--- src/rtl/alu_seq_pkg.sv ---
// Shared widths and FSM encoding for the ALU command sequencer.
package alu_seq_pkg;

    localparam int unsigned ALU_W = 16;
    localparam int unsigned REQ_W = 32;
    localparam int unsigned SEL_W = 3;

    typedef enum logic [1:0] {
        IDLE = 2'd0,
        LO   = 2'd1,
        HI   = 2'd2,
        RESP = 2'd3
    } state_t;

endpackage

--- src/rtl/alu_sequencer.sv ---
// Drives a 16-bit ALU for narrow and chained 32-bit operations, returning registered
// results over a valid/ready handshake and keeping persistent carry/zero flags.
module alu_sequencer
    import alu_seq_pkg::*;
(
    input  logic             clk,
    input  logic             rst_n,

    input  logic             req_valid,
    output logic             req_ready,
    input  logic [SEL_W-1:0] req_op,
    input  logic             req_wide,
    input  logic             req_use_carry,
    input  logic [REQ_W-1:0] req_a,
    input  logic [REQ_W-1:0] req_b,

    output logic             rsp_valid,
    input  logic             rsp_ready,
    output logic [REQ_W-1:0] rsp_data,
    output logic             rsp_carry,
    output logic             rsp_zero,

    output logic             flag_carry,
    output logic             flag_zero,
    input  logic             flag_clear,

    output logic [ALU_W-1:0] alu_in_1,
    output logic [ALU_W-1:0] alu_in_2,
    output logic [SEL_W-1:0] alu_select,
    output logic             alu_enable,
    output logic             alu_carry_in,
    input  logic [ALU_W-1:0] alu_data,
    input  logic             alu_carry_out,
    input  logic             alu_zero_flag
);

    state_t             state_q, state_d;

    logic [SEL_W-1:0]   op_q;
    logic               wide_q;
    logic               use_carry_q;
    logic [REQ_W-1:0]   a_q;
    logic [REQ_W-1:0]   b_q;

    logic [ALU_W-1:0]   lo_data_q;
    logic               lo_carry_q;
    logic               lo_zero_q;

    logic [REQ_W-1:0]   rsp_data_q, rsp_data_d;
    logic               rsp_carry_q, rsp_carry_d;
    logic               rsp_zero_q, rsp_zero_d;
    logic               rsp_load;

    logic               flag_carry_q;
    logic               flag_zero_q;

    // Next state, ALU pin drive and handshake outputs; ALU pins idle at zero.
    always_comb begin
        state_d      = state_q;
        req_ready    = 1'b0;
        rsp_valid    = 1'b0;
        alu_in_1     = '0;
        alu_in_2     = '0;
        alu_select   = '0;
        alu_enable   = 1'b0;
        alu_carry_in = 1'b0;
        unique case (state_q)
            IDLE: begin
                req_ready = 1'b1;
                if (req_valid) state_d = LO;
            end
            LO: begin
                alu_in_1     = a_q[ALU_W-1:0];
                alu_in_2     = b_q[ALU_W-1:0];
                alu_select   = op_q;
                alu_enable   = 1'b1;
                alu_carry_in = use_carry_q & flag_carry_q;
                state_d      = wide_q ? HI : RESP;
            end
            HI: begin
                alu_in_1     = a_q[REQ_W-1:ALU_W];
                alu_in_2     = b_q[REQ_W-1:ALU_W];
                alu_select   = op_q;
                alu_enable   = 1'b1;
                alu_carry_in = lo_carry_q;
                state_d      = RESP;
            end
            RESP: begin
                rsp_valid = 1'b1;
                if (rsp_ready) state_d = IDLE;
            end
        endcase
    end

    // Result composed from the final ALU pass; loaded on the edge entering RESP.
    always_comb begin
        rsp_load    = 1'b0;
        rsp_data_d  = rsp_data_q;
        rsp_carry_d = rsp_carry_q;
        rsp_zero_d  = rsp_zero_q;
        if (state_q == LO && !wide_q) begin
            rsp_load    = 1'b1;
            rsp_data_d  = {{(REQ_W-ALU_W){1'b0}}, alu_data};
            rsp_carry_d = alu_carry_out;
            rsp_zero_d  = alu_zero_flag;
        end else if (state_q == HI) begin
            rsp_load    = 1'b1;
            rsp_data_d  = {alu_data, lo_data_q};
            rsp_carry_d = alu_carry_out;
            rsp_zero_d  = lo_zero_q & alu_zero_flag;
        end
    end

    // FSM state register.
    always_ff @(posedge clk) begin
        if (!rst_n) state_q <= IDLE;
        else        state_q <= state_d;
    end

    // Request latch on acceptance and low-half capture for the carry chain.
    always_ff @(posedge clk) begin
        if (!rst_n) begin
            op_q        <= '0;
            wide_q      <= 1'b0;
            use_carry_q <= 1'b0;
            a_q         <= '0;
            b_q         <= '0;
            lo_data_q   <= '0;
            lo_carry_q  <= 1'b0;
            lo_zero_q   <= 1'b0;
        end else begin
            if (state_q == IDLE && req_valid) begin
                op_q        <= req_op;
                wide_q      <= req_wide;
                use_carry_q <= req_use_carry;
                a_q         <= req_a;
                b_q         <= req_b;
            end
            if (state_q == LO) begin
                lo_data_q  <= alu_data;
                lo_carry_q <= alu_carry_out;
                lo_zero_q  <= alu_zero_flag;
            end
        end
    end

    // Response registers and persistent flags; a flag update beats flag_clear.
    always_ff @(posedge clk) begin
        if (!rst_n) begin
            rsp_data_q   <= '0;
            rsp_carry_q  <= 1'b0;
            rsp_zero_q   <= 1'b0;
            flag_carry_q <= 1'b0;
            flag_zero_q  <= 1'b0;
        end else begin
            if (rsp_load) begin
                rsp_data_q   <= rsp_data_d;
                rsp_carry_q  <= rsp_carry_d;
                rsp_zero_q   <= rsp_zero_d;
                flag_carry_q <= rsp_carry_d;
                flag_zero_q  <= rsp_zero_d;
            end else if (flag_clear) begin
                flag_carry_q <= 1'b0;
                flag_zero_q  <= 1'b0;
            end
        end
    end

    assign rsp_data   = rsp_data_q;
    assign rsp_carry  = rsp_carry_q;
    assign rsp_zero   = rsp_zero_q;
    assign flag_carry = flag_carry_q;
    assign flag_zero  = flag_zero_q;

endmodule

--- config.mk ---
export PLATFORM = sky130hd
export DESIGN_NAME = alu_sequencer
export DESIGN_NICKNAME = d
export VERILOG_FILES = /design/src/rtl/alu_seq_pkg.sv /design/src/rtl/alu_sequencer.sv
export SDC_FILE = /design/constraint.sdc
export NUM_CORES = 1
export LEC_CHECK = 0
export ABC_AREA = 0
export ABC_CLOCK_PERIOD_IN_PS = 3670
export CORE_MARGIN = 10
export CORE_UTILIZATION = 52
export CTS_BUF_LIST = sky130_fd_sc_hd__clkbuf_8
export DETAILED_ROUTE_END_ITERATION = 7
export PLACE_DENSITY = 0.95
export SLEW_MARGIN = 20
export SYNTH_ARGS = -nofsm -noshare
export SYNTH_HDL_FRONTEND = slang
export SYNTH_SLANG_ARGS = --single-unit
--- constraint.sdc ---
create_clock -name clk -period 3.67 [get_ports clk]
set_clock_uncertainty 0.1 [all_clocks]
set_input_delay 0.5505 -clock clk [delete_from_list [all_inputs] [get_ports clk]]
set_output_delay 0.5505 -clock clk [all_outputs]
set_load 0.05 [all_outputs]
==> results of run 1 <==
layer usage:
layer | up-vias | wire, µm | track usage (%) | part of all wire (%)
li1 | 2322 | - | - | -
met1 | 2277 | 6120 | 23.7 | 40
met2 | 185 | 7360 | 34.4 | 48
met3 | 18 | 1550 | 10.0 | 10
met4 | 0 | 217 | 7.39 | 1.4
met5 | - | 0 | 0 | 0
power breakdown:
part           leakage, nW  internal [mW]  switching (mW)
Combinational         1.32          0.935            1.69
Clock                0.180          0.579           0.526
Sequential            1.02           1.69           0.191
Total                 2.52           3.21            2.40
synth_stat cells, types with 4 or more instances:
master | n | area share [%]
sky130_fd_sc_hd__nand2_1 | 141 | 10
sky130_fd_sc_hd__dfxtp_1 | 125 | 48
sky130_fd_sc_hd__a21oi_1 | 63 | 6.0
sky130_fd_sc_hd__nor2_1 | 51 | 3.7
sky130_fd_sc_hd__mux2i_1 | 50 | 9.6
sky130_fd_sc_hd__nor2b_1 | 35 | 4.2
sky130_fd_sc_hd__a22oi_1 | 33 | 4.7
sky130_fd_sc_hd__buf_2 | 18 | 1.7
sky130_fd_sc_hd__a211oi_1 | 16 | 2.3
sky130_fd_sc_hd__clkbuf_1 | 15 | 1.1
sky130_fd_sc_hd__a21oi_2 | 10 | 1.7
sky130_fd_sc_hd__buf_4 | 10 | 1.4
sky130_fd_sc_hd__ha_1 | 6 | 1.4
sky130_fd_sc_hd__and2_1 | 5 | 0.60
sky130_fd_sc_hd__inv_1 | 4 | 0.29
sky130_fd_sc_hd__nand2b_1 | 4 | 0.48
worst max-delay path, stage by stage, from the launching register on:
cell and delay [ns]:
sky130_fd_sc_hd__dfxtp_1 0.36, sky130_fd_sc_hd__inv_1 0.14, sky130_fd_sc_hd__ha_2 0.66, sky130_fd_sc_hd__a22oi_1 0.21, sky130_fd_sc_hd__nor2b_1 0.17, sky130_fd_sc_hd__clkdlybuf4s50_1 0.85
state kept, by name, summed over array words and instances, names as in the netlist:
register and count:
a_q 32, flag_carry 1, state_q 2, op_q 3
lo_carry_q 1, b_q 32, wide_q 1, rsp_carry 1
flag_zero 1, rsp_zero 1, use_carry_q 1, lo_data_q 16
rsp_data 32, lo_zero_q 1
path summary, 6_finish.rpt:
kind,startpoint,endpoint,slack (ns),depth (start not counted)
max,state_q[1],alu_in_1[11],0.19,5
min,op_q[0],op_q[0],0.35,2
max reg2reg,state_q[0],flag_zero,1.41,6
min reg2reg,op_q[0],op_q[0],0.35,2
cell families after synthesis:
group	synth area share [%]
mux	9.59
compound gates	16.0
buf+inv	5.47
fa+ha+maj	1.44
flops	48.0
simple gates	19.6
per-stage QoR:
step,utilization [%],area (µm²),hold WS (ns)
after detailed placement,70.2,6860,0.347
after CTS,74.0,7230,0.357
after global placement,70.1,6860,0.337
after floorplan,-,5220,0.332
final,74.0,7230,0.355
after global routing,74.0,7230,0.375
area by class of cell:
class,count,area share (%)
clock buffer,20,3.81
clock inverter,11,1.32
inverter,5,0.277
multi-input combinational,426,33.9
sequential,125,34.6
tap,133,2.30
timing repair buffer,172,23.8
==> flow_summary.json, run 1 <==
{
  "run_status": "complete, no violations",
  "ys_warn_count": 0,
  "fillCellCount": 702,
  "drtPass1Iterations": 5,
  "p_leak_nw": 2.52,
  "routedWlPerCell_um": 17.1,
  "cts_buffer_depth": 2,
  "seq_area_mm2": 0.00250,
  "timing.critical_path.arrival_ns": 2.83,
  "floorplan.die.width_um": 120,
  "critical_path_peak_fanout": 33,
  "dpl.hpwl_um": 10600,
  "start_kind": "flip-flop",
  "grt_usage_pct": 21.1,
  "grt_pass1_wl_um": 24900,
  "first_global_vias": 4903,
  "cts_tree": "done",
  "slew-limit-headroom_pct": 51.1,
  "power_density_mw_per_mm2": 776,
  "htree_num_levels": 4,
  "setup_viol": 0,
  "antennaDiodeCount": 0,
  "post_cts_resized": 0,
  "placementRows": 36,
  "number_of_cells_in_the_finished_layout_apart_from_fillers": 892,
  "max_clock_freq_mhz": 287,
  "timing.critical_path.to_type": "primary output",
  "clk_latency_ns": 0.42,
  "critical_path_required_ns": 3.02,
  "clock_sinks": 125,
  "grt_max_degree": 70,
  "globalRoute.totalOverflow": 0,
  "post-route-min-period_ns": 3.48,
  "finalWirelength_um": 15300,
  "vias_per_cell": 5.38,
  "design.die.area_mm2": 0.0144,
  "floorplan.die.height_um": 120,
  "postSynth.topFlopCell": "sky130_fd_sc_hd__dfxtp_1",
  "post_cts.repair.setup_buffers": 0,
  "worst_pin_slew_ns": 0.732,
  "crit_type": "flip-flop to primary output",
  "synth.ff_latch_count": 125,
  "grt_setup_unrepaired": "no",
  "synthCells": 605,
  "power.total_mw": 5.61,
  "grt_antenna_before_repair": 0,
  "cts-hold-fix-buffers": 0,
  "tns_ns": 0,
  "clockRootBuffer": "sky130_fd_sc_hd__clkbuf_8",
  "drc": 0,
  "multiInputGateArea_mm2": 0.00245,
  "clkTransAtPathRegs_ns": 0.07,
  "synth-async-reset-ratio_pct": 0,
  "hold_path_class": "flip-flop to flip-flop",
  "antenna_left": 0,
  "final_worst_path_cycle_share_pct": 94.9,
  "synth_edf_count": 0,
  "cts_made_buffers": 17,
  "placedCellCount": 861,
  "final_layout_size_suffix_gt1_share_pct": 6.72,
  "synth_sequential_area_ratio_pct": 48.0,
  "globalplace.congestion": 0.768,
  "core-area_mm2": 0.00977,
  "area_growth_pct": 38.6,
  "most_common_library_cell_in_the_layout_ignoring_fill_and_taps": "sky130_fd_sc_hd__clkdlybuf4s50_1",
  "ios": 167,
  "max_cap_viol_count": 0,
  "final_cell_mix": "166 x sky130_fd_sc_hd__clkdlybuf4s50_1, 140 x sky130_fd_sc_hd__nand2_1, 125 x sky130_fd_sc_hd__dfxtp_1",
  "post_synth.cell_area_avg_um2": 8.62,
  "syn_area_mm2": 0.00522,
  "buffer_ports.inserted": 166,
  "route.vias.total": 4802,
  "final_nets": 845,
  "pre_cts_ws_ns": 0.623,
  "final_critical_path_setup_slack_ns": 0.188,
  "drtIter0Drc": 382,
  "post_synth_cell_types": 28,
  "initial_core_util_pct": 53.4,
  "finalMaxSlewViolations": 0,
  "vdd_ir_drop_max_mv": 0.607,
  "timing.final.hold_violations": 0,
  "mappedNetlistNets": 703
}
(Power assumes the default switching activity.)
==> run 2: changes to the inputs <==
--- a/config.mk
+++ b/config.mk
@@ -7,10 +7,12 @@
 export LEC_CHECK = 0
 export ABC_AREA = 0
 export ABC_CLOCK_PERIOD_IN_PS = 3670
+export CORE_ASPECT_RATIO = 2
 export CORE_MARGIN = 10
 export CORE_UTILIZATION = 52
 export CTS_BUF_LIST = sky130_fd_sc_hd__clkbuf_8
 export DETAILED_ROUTE_END_ITERATION = 7
+export GPL_TIMING_DRIVEN = 0
 export PLACE_DENSITY = 0.95
 export SLEW_MARGIN = 20
 export SYNTH_ARGS = -nofsm -noshare
==> run 2 against run 1 <==
Effect of this change:
- design area rose by 2.5%
- clock power rose by 9%
- largest power group unchanged
- non-clock buffer count rose by 43
- largest cell class unchanged
- fmax fell by 1.5%
- highest routed layer unchanged
- setup slack got worse by 0.052 ns
- the flow now finishes with violations (DRC)
==> flow_summary.json, run 2 (synthesis gave the netlist of run 1 again) <==
{
  "cts_made_buffers": 17,
  "floorplan.die.height_um": 162,
  "first_global_vias": 5542,
  "timing.critical_path.arrival_ns": 2.88,
  "post-route-min-period_ns": 3.53,
  "dpl.hpwl_um": 13300,
  "dpl-instance-area_mm2": 0.00704,
  "p_leak_nw": 2.82,
  "cts-hold-fix-buffers": 0,
  "cts_tree": "done",
  "htree_num_levels": 4,
  "globalplace.congestion": 0.896,
  "grt_max_degree": 17,
  "grt_antenna_before_repair": 1,
  "core-area_mm2": 0.00976,
  "clkTransAtPathRegs_ns": 0.07,
  "grt_usage_pct": 23.2,
  "initial_core_util_pct": 53.4,
  "final_nets": 888,
  "max_clock_freq_mhz": 283,
  "worst_pin_slew_ns": 0.590,
  "clk_latency_ns": 0.43,
  "hold_path_class": "flip-flop to flip-flop",
  "finalMaxSlewViolations": 0,
  "vdd_ir_drop_max_mv": 0.724,
  "most_common_library_cell_in_the_layout_ignoring_fill_and_taps": "sky130_fd_sc_hd__nand2_1",
  "post_cts.repair.setup_buffers": 0,
  "drc": 1,
  "final_cell_mix": "141 x sky130_fd_sc_hd__nand2_1, 136 x sky130_fd_sc_hd__clkdlybuf4s50_1, 125 x sky130_fd_sc_hd__dfxtp_1",
  "finalWirelength_um": 17500,
  "power.total_mw": 5.90,
  "floorplan.die.width_um": 90.8,
  "cts_buffer_depth": 2,
  "timing.hold.ws_ns": 0.357,
  "failed_checks": "DRC",
  "clockRootBuffer": "sky130_fd_sc_hd__clkbuf_8",
  "antenna_left": 0,
  "setup_viol": 0,
  "run_status": "finished with violations",
  "slew-limit-headroom_pct": 60.7,
  "design.die.area_mm2": 0.0147,
  "critical_path_required_ns": 3.02,
  "final_layout_size_suffix_gt1_share_pct": 8.86,
  "max_cap_viol_count": 0,
  "vias_per_cell": 5.48,
  "buffer_ports.inserted": 166,
  "globalRoute.totalOverflow": 0,
  "route.vias.total": 5122,
  "timing.final.hold_violations": 0,
  "start_kind": "flip-flop",
  "area_growth_pct": 42.1,
  "timing.critical_path.to_type": "primary output",
  "critical_path_peak_fanout": 10,
  "tns_ns": 0,
  "crit_type": "flip-flop to primary output",
  "grt_pass1_wl_um": 27600,
  "routedWlPerCell_um": 18.7,
  "finalInstanceArea_mm2": 0.00741,
  "drtPass1Iterations": 8,
  "drtIter0Drc": 263,
  "grt_setup_unrepaired": "no",
  "placementRows": 51,
  "power_density_mw_per_mm2": 796,
  "post_cts_resized": 30,
  "final_worst_path_cycle_share_pct": 96.3,
  "ios": 167,
  "clock_sinks": 125
}
[run 2: cell count changes in the layout (fill, tap and decap cells not counted), sizes merged]
cell,before,now
inv,5,6
clkdlybuf4s50,166,136
diode,0,1
clkinv,5,3
buf,6,34
clkbuf,20,38
clkinvlp,5,1
dlygate4sd2,0,30
bufinv,1,2
[run 2: path summary, 6_finish.rpt]
kind	startpoint	endpoint	slack (ns)	depth (start not counted)
hold reg to reg	op_q[1]	op_q[1]	0.36	2
setup reg to reg	state_q[0]	b_q[18]	1.74	6
setup / recovery	state_q[0]	alu_in_2[10]	0.14	6
hold / removal	op_q[1]	op_q[1]	0.36	2
[run 2: routing by layer]
| metal | vias to the layer above | share of wire (%) | GRT usage, % |
|---|---|---|---|
| met5 | - | 0 | 0 |
| met4 | 0 | 5.0 | 14.3 |
| li1 | 2405 | - | - |
| met1 | 2379 | 34 | 21.1 |
| met2 | 273 | 53 | 41.8 |
| met3 | 65 | 8.4 | 9.42 |
[run 2: where the power goes]
group	switching, mW	total (mW)	internal, mW
Combinational	1.79	2.80	1.01
Clock	0.511	1.21	0.699
Sequential	0.196	1.89	1.69
Total	2.50	5.90	3.40
[run 2: area by class of cell]
class / instances / area [µm²]
multi-input combinational: 426 / 2430
fill: 671 / 2350
tap: 132 / 165
sequential: 125 / 2500
buffer: 49 / 267
clock inverter: 7 / 86.3
clock buffer: 23 / 317
timing repair buffer: 166 / 1620
inverter: 5 / 18.8
antenna: 1 / 2.50
[run 2: critical path, stage by stage (launching register included)]
cell,delay (ns)
sky130_fd_sc_hd__dfxtp_1,0.41
sky130_fd_sc_hd__inv_1,0.12
sky130_fd_sc_hd__ha_1,0.31
sky130_fd_sc_hd__clkbuf_1,0.37
sky130_fd_sc_hd__clkbuf_1,0.43
sky130_fd_sc_hd__nor2b_1,0.22
sky130_fd_sc_hd__dlygate4sd2_1,0.60
[run 2: through the flow]
stage               std cells  setup WS, ns  util, %
CTS                       933         0.149     75.9
detailed placement        903         0.338     72.1
global route              934        0.0112     75.9
global placement          903         0.391     72.1
floorplan                 605         0.764        -
finish                    934         0.136     75.9
